==> config.mk <==
export PLATFORM = sky130hd
export DESIGN_NAME = rx_mod
export DESIGN_NICKNAME = d
export VERILOG_FILES = /design/src/rtl/uart_pkg.sv /design/src/rtl/sync_2ff.sv /design/src/rtl/rx_mod.sv
export SDC_FILE = /design/constraint.sdc
export NUM_CORES = 1
export LEC_CHECK = 0
export ABC_AREA = 1
export ABC_CLOCK_PERIOD_IN_PS = 1400
export BUFFER_PORTS_ARGS = -buffer_cell sky130_fd_sc_hd__buf_4
export CAP_MARGIN = 20
export CELL_PAD_IN_SITES_DETAIL_PLACEMENT = 1
export CELL_PAD_IN_SITES_GLOBAL_PLACEMENT = 2
export CORE_ASPECT_RATIO = 0.75
export CORE_MARGIN = 10
export CORE_UTILIZATION = 29
export CTS_CLUSTER_SIZE = 16
export DETAILED_ROUTE_END_ITERATION = 16
export HOLD_SLACK_MARGIN = 0.05
export PLACE_DENSITY_LB_ADDON = 0.1
export SETUP_SLACK_MARGIN = 0.02
export SYNTH_ARGS = -nofsm -noshare
export SYNTH_HDL_FRONTEND = slang
export SYNTH_SLANG_ARGS = --single-unit
==> constraint.sdc <==
create_clock -name clk -period 1.4 [get_ports clk]
set_clock_uncertainty 0.15 [all_clocks]
set_input_delay 0.35 -clock clk [delete_from_list [all_inputs] [get_ports clk]]
set_output_delay 0.35 -clock clk [all_outputs]
set_load 0.03 [all_outputs]
==> src/rtl/uart_pkg.sv <==
// Shared UART definitions: FSM state encoding, frame constants and helpers
// used by both the transmitter and the receiver.
package uart_pkg;

  typedef logic [1:0] uart_state_t;

  localparam uart_state_t ST_IDLE  = 2'b00;
  localparam uart_state_t ST_START = 2'b01;
  localparam uart_state_t ST_DATA  = 2'b10;
  localparam uart_state_t ST_STOP  = 2'b11;

  localparam logic START_BIT      = 1'b0;
  localparam logic STOP_BIT       = 1'b1;
  localparam int   DATA_BITS      = 8;
  localparam int   OVERSAMPLE_DEF = 16;

  function automatic logic maj3(input logic a, input logic b, input logic c);
    return (a & b) | (a & c) | (b & c);
  endfunction

endpackage

==> src/rtl/sync_2ff.sv <==
// Two-flop synchroniser for asynchronous inputs; flops reset to RST_VAL
// (all ones by default so an idle-high line does not fake an edge).
module sync_2ff #(
  parameter int           W       = 1,
  parameter logic [W-1:0] RST_VAL = '1
) (
  input  logic         clk,
  input  logic         rst,
  input  logic [W-1:0] i_d,
  output logic [W-1:0] o_q
);

  logic [W-1:0] r_meta;
  logic [W-1:0] r_sync;

  always_ff @(posedge clk) begin
    if (!rst) begin
      r_meta <= RST_VAL;
      r_sync <= RST_VAL;
    end else begin
      r_meta <= i_d;
      r_sync <= r_meta;
    end
  end

  assign o_q = r_sync;

endmodule

==> src/rtl/rx_mod.sv <==
// 8N1 UART receiver with 16x (OVERSAMPLE) tick, valid/ack output handshake.
// Define RX_MAJORITY_EN for 2-of-3 sampling around mid-bit.
module rx_mod
  import uart_pkg::*;
#(
  parameter int OVERSAMPLE = OVERSAMPLE_DEF
) (
  input  logic       clk,
  input  logic       rst,
  input  logic       bclk,
  input  logic       rxd,
  input  logic       rx_ack,
  output logic [7:0] dout,
  output logic       rx_valid,
  output logic       frame_err,
  output logic       overrun
);

  localparam int TW = $clog2(OVERSAMPLE);
  localparam logic [TW-1:0] MID = TW'(OVERSAMPLE / 2 - 1);
  localparam logic [TW-1:0] TOP = TW'(OVERSAMPLE - 1);
`ifdef RX_MAJORITY_EN
  localparam logic [TW-1:0] DEC = TW'(OVERSAMPLE / 2);
`else
  localparam logic [TW-1:0] DEC = MID;
`endif

  logic                 w_rxs;
  logic                 w_dec;
  logic                 w_bit;
  logic                 r_rxs_d;
  uart_state_t          r_state;
  logic [TW-1:0]        r_tcnt;
  logic [2:0]           r_bcnt;
  logic [DATA_BITS-1:0] r_sr;

  sync_2ff #(.W(1), .RST_VAL(1'b1)) u_sync (
    .clk (clk),
    .rst (rst),
    .i_d (rxd),
    .o_q (w_rxs)
  );

  assign w_dec = bclk && (r_tcnt == DEC);

`ifdef RX_MAJORITY_EN
  logic r_s0;
  logic r_s1;

  // Early samples at MID-1 and MID; the third is the live line at MID+1.
  always_ff @(posedge clk) begin
    if (!rst) begin
      r_s0 <= 1'b1;
      r_s1 <= 1'b1;
    end else if (bclk) begin
      if (r_tcnt == MID - 1'b1) r_s0 <= w_rxs;
      if (r_tcnt == MID)        r_s1 <= w_rxs;
    end
  end

  assign w_bit = maj3(r_s0, r_s1, w_rxs);
`else
  assign w_bit = w_rxs;
`endif

  always_ff @(posedge clk) begin
    if (!rst) begin
      r_rxs_d   <= 1'b1;
      r_state   <= ST_IDLE;
      r_tcnt    <= '0;
      r_bcnt    <= '0;
      r_sr      <= '0;
      dout      <= 8'h00;
      rx_valid  <= 1'b0;
      frame_err <= 1'b0;
      overrun   <= 1'b0;
    end else begin
      r_rxs_d   <= w_rxs;
      frame_err <= 1'b0;
      overrun   <= 1'b0;
      if (rx_ack) rx_valid <= 1'b0;

      if (r_state != ST_IDLE && bclk)
        r_tcnt <= (r_tcnt == TOP) ? '0 : r_tcnt + 1'b1;

      case (r_state)
        ST_IDLE: begin
          if (r_rxs_d && !w_rxs) begin
            r_tcnt  <= '0;
            r_state <= ST_START;
          end
        end
        ST_START: begin
          if (w_dec) begin
            if (w_bit == START_BIT) begin
              r_state <= ST_DATA;
              r_bcnt  <= '0;
            end else begin
              r_state <= ST_IDLE;
            end
          end
        end
        ST_DATA: begin
          if (w_dec) begin
            r_sr <= {w_bit, r_sr[DATA_BITS-1:1]};
            if (r_bcnt == 3'(DATA_BITS - 1)) r_state <= ST_STOP;
            else                             r_bcnt  <= r_bcnt + 1'b1;
          end
        end
        default: begin
          // Leave at mid-stop-bit so a back-to-back start edge is not missed.
          if (w_dec) begin
            if (w_bit == STOP_BIT) begin
              dout     <= r_sr;
              rx_valid <= 1'b1;
              overrun  <= rx_valid && !rx_ack;
            end else begin
              frame_err <= 1'b1;
            end
            r_state <= ST_IDLE;
          end
        end
      endcase
    end
  end

endmodule

# --- Word level (Yosys, flattened, before mapping) ---
# Index checks and enable logic that the tools add are counted.
# Widths: inputs -> output; s select.
word_totals:
  register_bits: 31
  input_bits: 5
  output_inout_bits: 11
  elab_cells: 66
classes:
  add_sub_neg: 2
  n_eq_ne: 11
  mux: 21
  n_bitwise: 4
  n_reduce_logical: 17
ops:
  columns: ["operator", "n"]
  rows:
  - ["$mux 4", 4]
  - ["$mux 2", 6]
  - ["$mux 3", 4]
  - ["$ne 2x2->1 const B", 6]
  - ["$reduce_and 5->1", 2]
  - ["$pmux 2 s3", 1]
  - ["$pmux 3 s2", 1]
  - ["$reduce_bool 2->1", 3]
  - ["$reduce_or 6->1", 1]
  - ["$mux 1", 5]
  - ["$reduce_or 5->1", 1]
  - ["$add 4x1->4 const B", 1]
  - ["$eq 4x3->1 const B", 1]
  - ["$eq 4x4->1 const B", 1]
  - ["$logic_and 1x1->1", 4]
  - ["$not 1->1", 4]
  - ["$add 3x1->3 const B", 1]
  - ["$eq 3x3->1 const B", 1]
  - ["$reduce_and 3->1", 1]
  - ["$reduce_or 3->1", 1]
  - ["$eq 2x1->1 const B", 1]
  - ["$eq 2x2->1 const B", 1]
  - ["$logic_not 1->1", 2]
  - ["$logic_not 2->1", 1]
  - ["$reduce_and 2->1", 1]

# --- Longest topological paths before layout ---
logic_depth:
  word_depth: 5
  mapped_depth: 9
  mapped_depth_nobuf: 9

# --- Cells and area by module ---
# A second synthesis with hierarchy kept.
hier_totals:
  hier_cells: 188
  area_unflattened_um2: 1381.3
modules_own_cells:
  columns: ["mod", "instances", "cells_per_inst", "area_each_um2", "seq_area_each_um2"]
  rows:
  - ["rx_mod", 1, 182, 1326.3, 580.6]
  - ["sync_2ff", 1, 6, 55.1, 40.0]

# --- Least setup slack after synthesis ---
# Ideal clock, no wire load.
synth_path:
  path_kind: "register to register"
  startpoint: "reg r_state[1]"
  endpoint: "reg r_tcnt[0]"
  setup_ps: 70
  t_arrival_ps: 1286
  required_time_ps: 1180
  path_slack_ps: -105
  path_stages_with_launch: 7
  path_buffers: 0
  period_less_slack_ps: 1505
  path_cell_list: "dfxtp_1 > inv_1 > ha_1 > nor2_2 > inv_2 > or2_1 > a21oi_1"
synth_between:
  elab_chain_cells: 5
  elab_cells_between_ends: 6
  classes_between: "mux: 3; reduce/logical: 3"
synth_lines:
  columns: ["item", "line_no", "source"]
  rows:
  - ["start: declaration", "rx_mod.sv:32", "uart_state_t r_state;"]
  - ["start signal: assignment", "rx_mod.sv:69", "r_state <= ST_IDLE;"]
  - ["start signal: assignment", "rx_mod.sv:90", "r_state <= ST_START;"]
  - ["start signal: assignment", "rx_mod.sv:96", "r_state <= ST_DATA;"]
  - ["$reduce_bool 2->1", "rx_mod.sv:83", "if (r_state != ST_IDLE && bclk)"]
  - ["$logic_and 1x1->1", "rx_mod.sv:83", null]
  - ["$mux 4", "rx_mod.sv:83", null]
  - ["$mux 4", "rx_mod.sv:88", "if (r_rxs_d && !w_rxs) begin"]
  - ["$mux 4 (*)", "rx_mod.sv:86", "case (r_state)"]
  - ["end signal: assignment", "rx_mod.sv:84", "r_tcnt <= (r_tcnt == TOP) ? '0 : r_tcnt + 1'b1;"]
  - ["end: declaration", "rx_mod.sv:33", "logic [TW-1:0] r_tcnt;"]
# Mark *: on every way between the ends. The rest lies on a longest branch, timed or not.
# A chain may end at the register's enable or synchronous reset.

# --- Worst setup path in the final report ---
layout_path:
  startpoint: "reg r_bcnt[1]"
  endpoint: "reg r_bcnt[0]"
layout_between:
  elab_chain_cells: 3
layout_lines:
  columns: ["item", "line_no", "source"]
  rows:
  - ["start: declaration", "rx_mod.sv:34", "logic [2:0] r_bcnt;"]
  - ["start signal: assignment", "rx_mod.sv:107", "else r_bcnt <= r_bcnt + 1'b1;"]
  - ["$eq 3x3->1", "rx_mod.sv:106", "if (r_bcnt == 3'(DATA_BITS - 1)) r_state <= ST_STOP;"]
  - ["$ne 2x2->1 (no line)", null, null]
  - ["$reduce_and 5->1 (no line)", null, null]
# No other way between the ends.

==> results.txt <==
CTS tree: done
Kind of critical path: flop to flop
Row count: 21
Initial DRT Pass Iterations: 3
Data required, critical path: 1.41 ns
Commonest non-fill, non-tap cell in the layout: buf_4
Crit path max-delay family: flip-flops
Syn Area/Cell: 7.83 um2
H-tree depth: 2
Met2 GRT Util: 0.152
Die height: 79.5 um
Worst setup SP type: flop
# hold bufs at CTS: 0
Yosys reg bits: 31
GRT overflow: 0
Fillers: 531
Max-cap viol count: 0
Final setup violation count: 9
Detailed Route Iter0 Violations: 36
Ports: 16
Clock insertion delay at the later pin of the skew report: 0.28 ns
Final setup margin: -0.0557 ns
Pwr/cell area: 1030 nW/um2
CTS buffer count: 5
Critical path, cell by cell: ha_4, ha_4, nand2_2, o21ai_2, a21oi_2, nand2_2, nand2_1, a21oi_1
Number of synthesized flops with an enable pin: 0
Pleak: 0.880 nW
Most Crowded Layer GR: met2
# nets final: 233
Most frequent cells in the layout: 34 x buf_4, 29 x nand2_1, 25 x dfxtp_1, 20 x inv_1, 14 x a21oi_1
Failing checks: negative setup slack
Multi-input logic area: 830 um2
Bufs and invs on worst path: 0
Largest net degree at the start of global routing: 14
Final core utilization: 0.471
Largest area contributor in the netlist: dfxtp_1
Routed wire length: 3.87 mm
Worst Path Max Fanout: 4
Die span in x: 99.4 um
Syn_nets: 187
CTS Buffer Depth: 2
CORE AREA: 4520 um2
Vias in the first global route: 1311
Area Overhead vs Synth: 55.4%
GR Util All Layers: 0.0929
Final antenna-violating net count: 0
Root buf cell: clkbuf_8
Unique masters post-synth: 27
Delay of the slowest critical-path stage: 0.34 ns
Syn Std Cell Area: 1370 um2
Fraction of layout cells with a size suffix above 1: 0.491
Critical path data arrival time: 1.47 ns
Register area: 628 um2
Routability congestion estimate: 0.782
GR Util met1: 0.112
Yosys warnings: 0
Worst-Margin Slew: 0.218 ns
Fmax: 687 MHz
Clock Sink Count: 31
Clock-pin transition on the worst setup and hold timing paths: 0.06 ns
Outcome: complete, but fails checks
Dpl hpwl: 2.77 mm
Leading post-synthesis cells by cell area: dfxtp_1 45%, nand2_1 9.6%, a21oi_1 7.7%
Avg WL per Cell: 13.9 um
PortBufs: 15
Worst VDD drop: 0.516 mV
Antenna Cells: 0
Synth top area share: 0.453
Synth Flop Type: dfxtp_1
Initial antenna violation count: 0
Sequential area share after synthesis: 0.453
Met3 Use GR: 0.0337
DIE AREA: 7900 um2
Initial Utilization: 0.303
Final Cycle Share: 1.04
Vias: 1278
Post-synthesis async set-or-reset flop share: 0
First-pass GRT wire length: 6.04 mm
Setup crit end kind: flop
Mapped Cells: 175
Crit path time final: 1.46 ns
Crit-path slowest cell: dfxtp_2
DRC violations left: 0
Hold WC Path Type: input pin to flop
Via density: 4.58
Slew headroom: 0.854
Tot Pwr: 2.19 mW
RSZ-0062 raised after global routing: yes
Max Slew Vio Count: 0
Hold Fails Final Rpt: 0
flip-flops by register name (all words and copies together) (netlist names):
name           flops
dout               8
r_sr               8
r_tcnt             4
r_bcnt             3
r_state            2
frame_err          1
overrun            1
r_rxs_d            1
rx_valid           1
u_sync.o_q         1
u_sync.r_meta      1
routing by layer:
metal  vias up  part of all wire  routed length, um
met1       606              0.48               1850
li1        661                 -                  -
met4         0            0.0049                 19
met5         -                 0                  0
met2         9              0.48               1870
met3         2             0.034                130
final cells by class:
cell class / instances / area share
Inverter: 26 / 0.0494
Clock inverter: 2 / 0.0165
Clock buffer: 6 / 0.0388
Sequential cell: 31 / 0.295
Tap cell: 57 / 0.0335
Multi-Input combinational cell: 114 / 0.390
Timing Repair Buffer: 43 / 0.177
final timing paths:
path                             from                       end  cells after the start  slack [ns]
max            r_bcnt[1]$_SDFFE_PN0P_    r_bcnt[0]$_SDFFE_PN0P_                      8       -0.06
min                               rxd  u_sync.r_meta$_SDFF_PN1_                      2        0.11
min reg2reg  u_sync.r_meta$_SDFF_PN1_     u_sync.o_q$_SDFF_PN1_                      1        0.27
max reg2reg    r_bcnt[1]$_SDFFE_PN0P_    r_bcnt[0]$_SDFFE_PN0P_                      8       -0.06
power by group:
part / total (mW) / switching (mW) / internal [mW]
Clock: 0.911 / 0.335 / 0.576
Sequential: 0.914 / 0.0145 / 0.899
Combinational: 0.365 / 0.196 / 0.170
Total: 2.19 / 0.545 / 1.64
cell families after synthesis:
group,count (synthesis),synth area share
xor+xnor,1,0.00639
simple gates,69,0.236
fa+ha+maj,7,0.0639
compound gates,36,0.143
flops,31,0.453
buf+inv,31,0.0977
synthesized netlist by cell type (2+ instances only):
cell type / instances
nand2_1: 35
dfxtp_1: 31
inv_1: 22
a21oi_1: 21
nand3_1: 15
o21ai_0: 9
ha_1: 7
nor2_1: 7
a21oi_2: 3
inv_2: 3
nand4_1: 3
clkbuf_1: 2
nor2_2: 2
or2_2: 2
per-stage QoR:
step | std cells | area (um2) | setup slack (ns) | hold slack (ns) | TNS (ns)
floorplan | 175 | 1420 | 0.0205 | 0.243 | 0
global placement | 265 | 1750 | -0.102 | 0.263 | -0.434
detailed placement | 265 | 1750 | -0.147 | 0.265 | -1.03
CTS | 274 | 1930 | -0.0779 | 0.0993 | -0.688
global route | 279 | 2130 | -0.137 | 0.110 | -1.38
finish | 279 | 2130 | -0.0557 | 0.107 | -0.207
repair_timing:
item / CTS / global route
setup endpoints to repair: 22 / 26
setup buffers: 1 / 3
cloned: 0 / 2
pin swaps: 4 / 23
gates resized for setup: 15 / 44
Power figures use the tool's default switching activity.
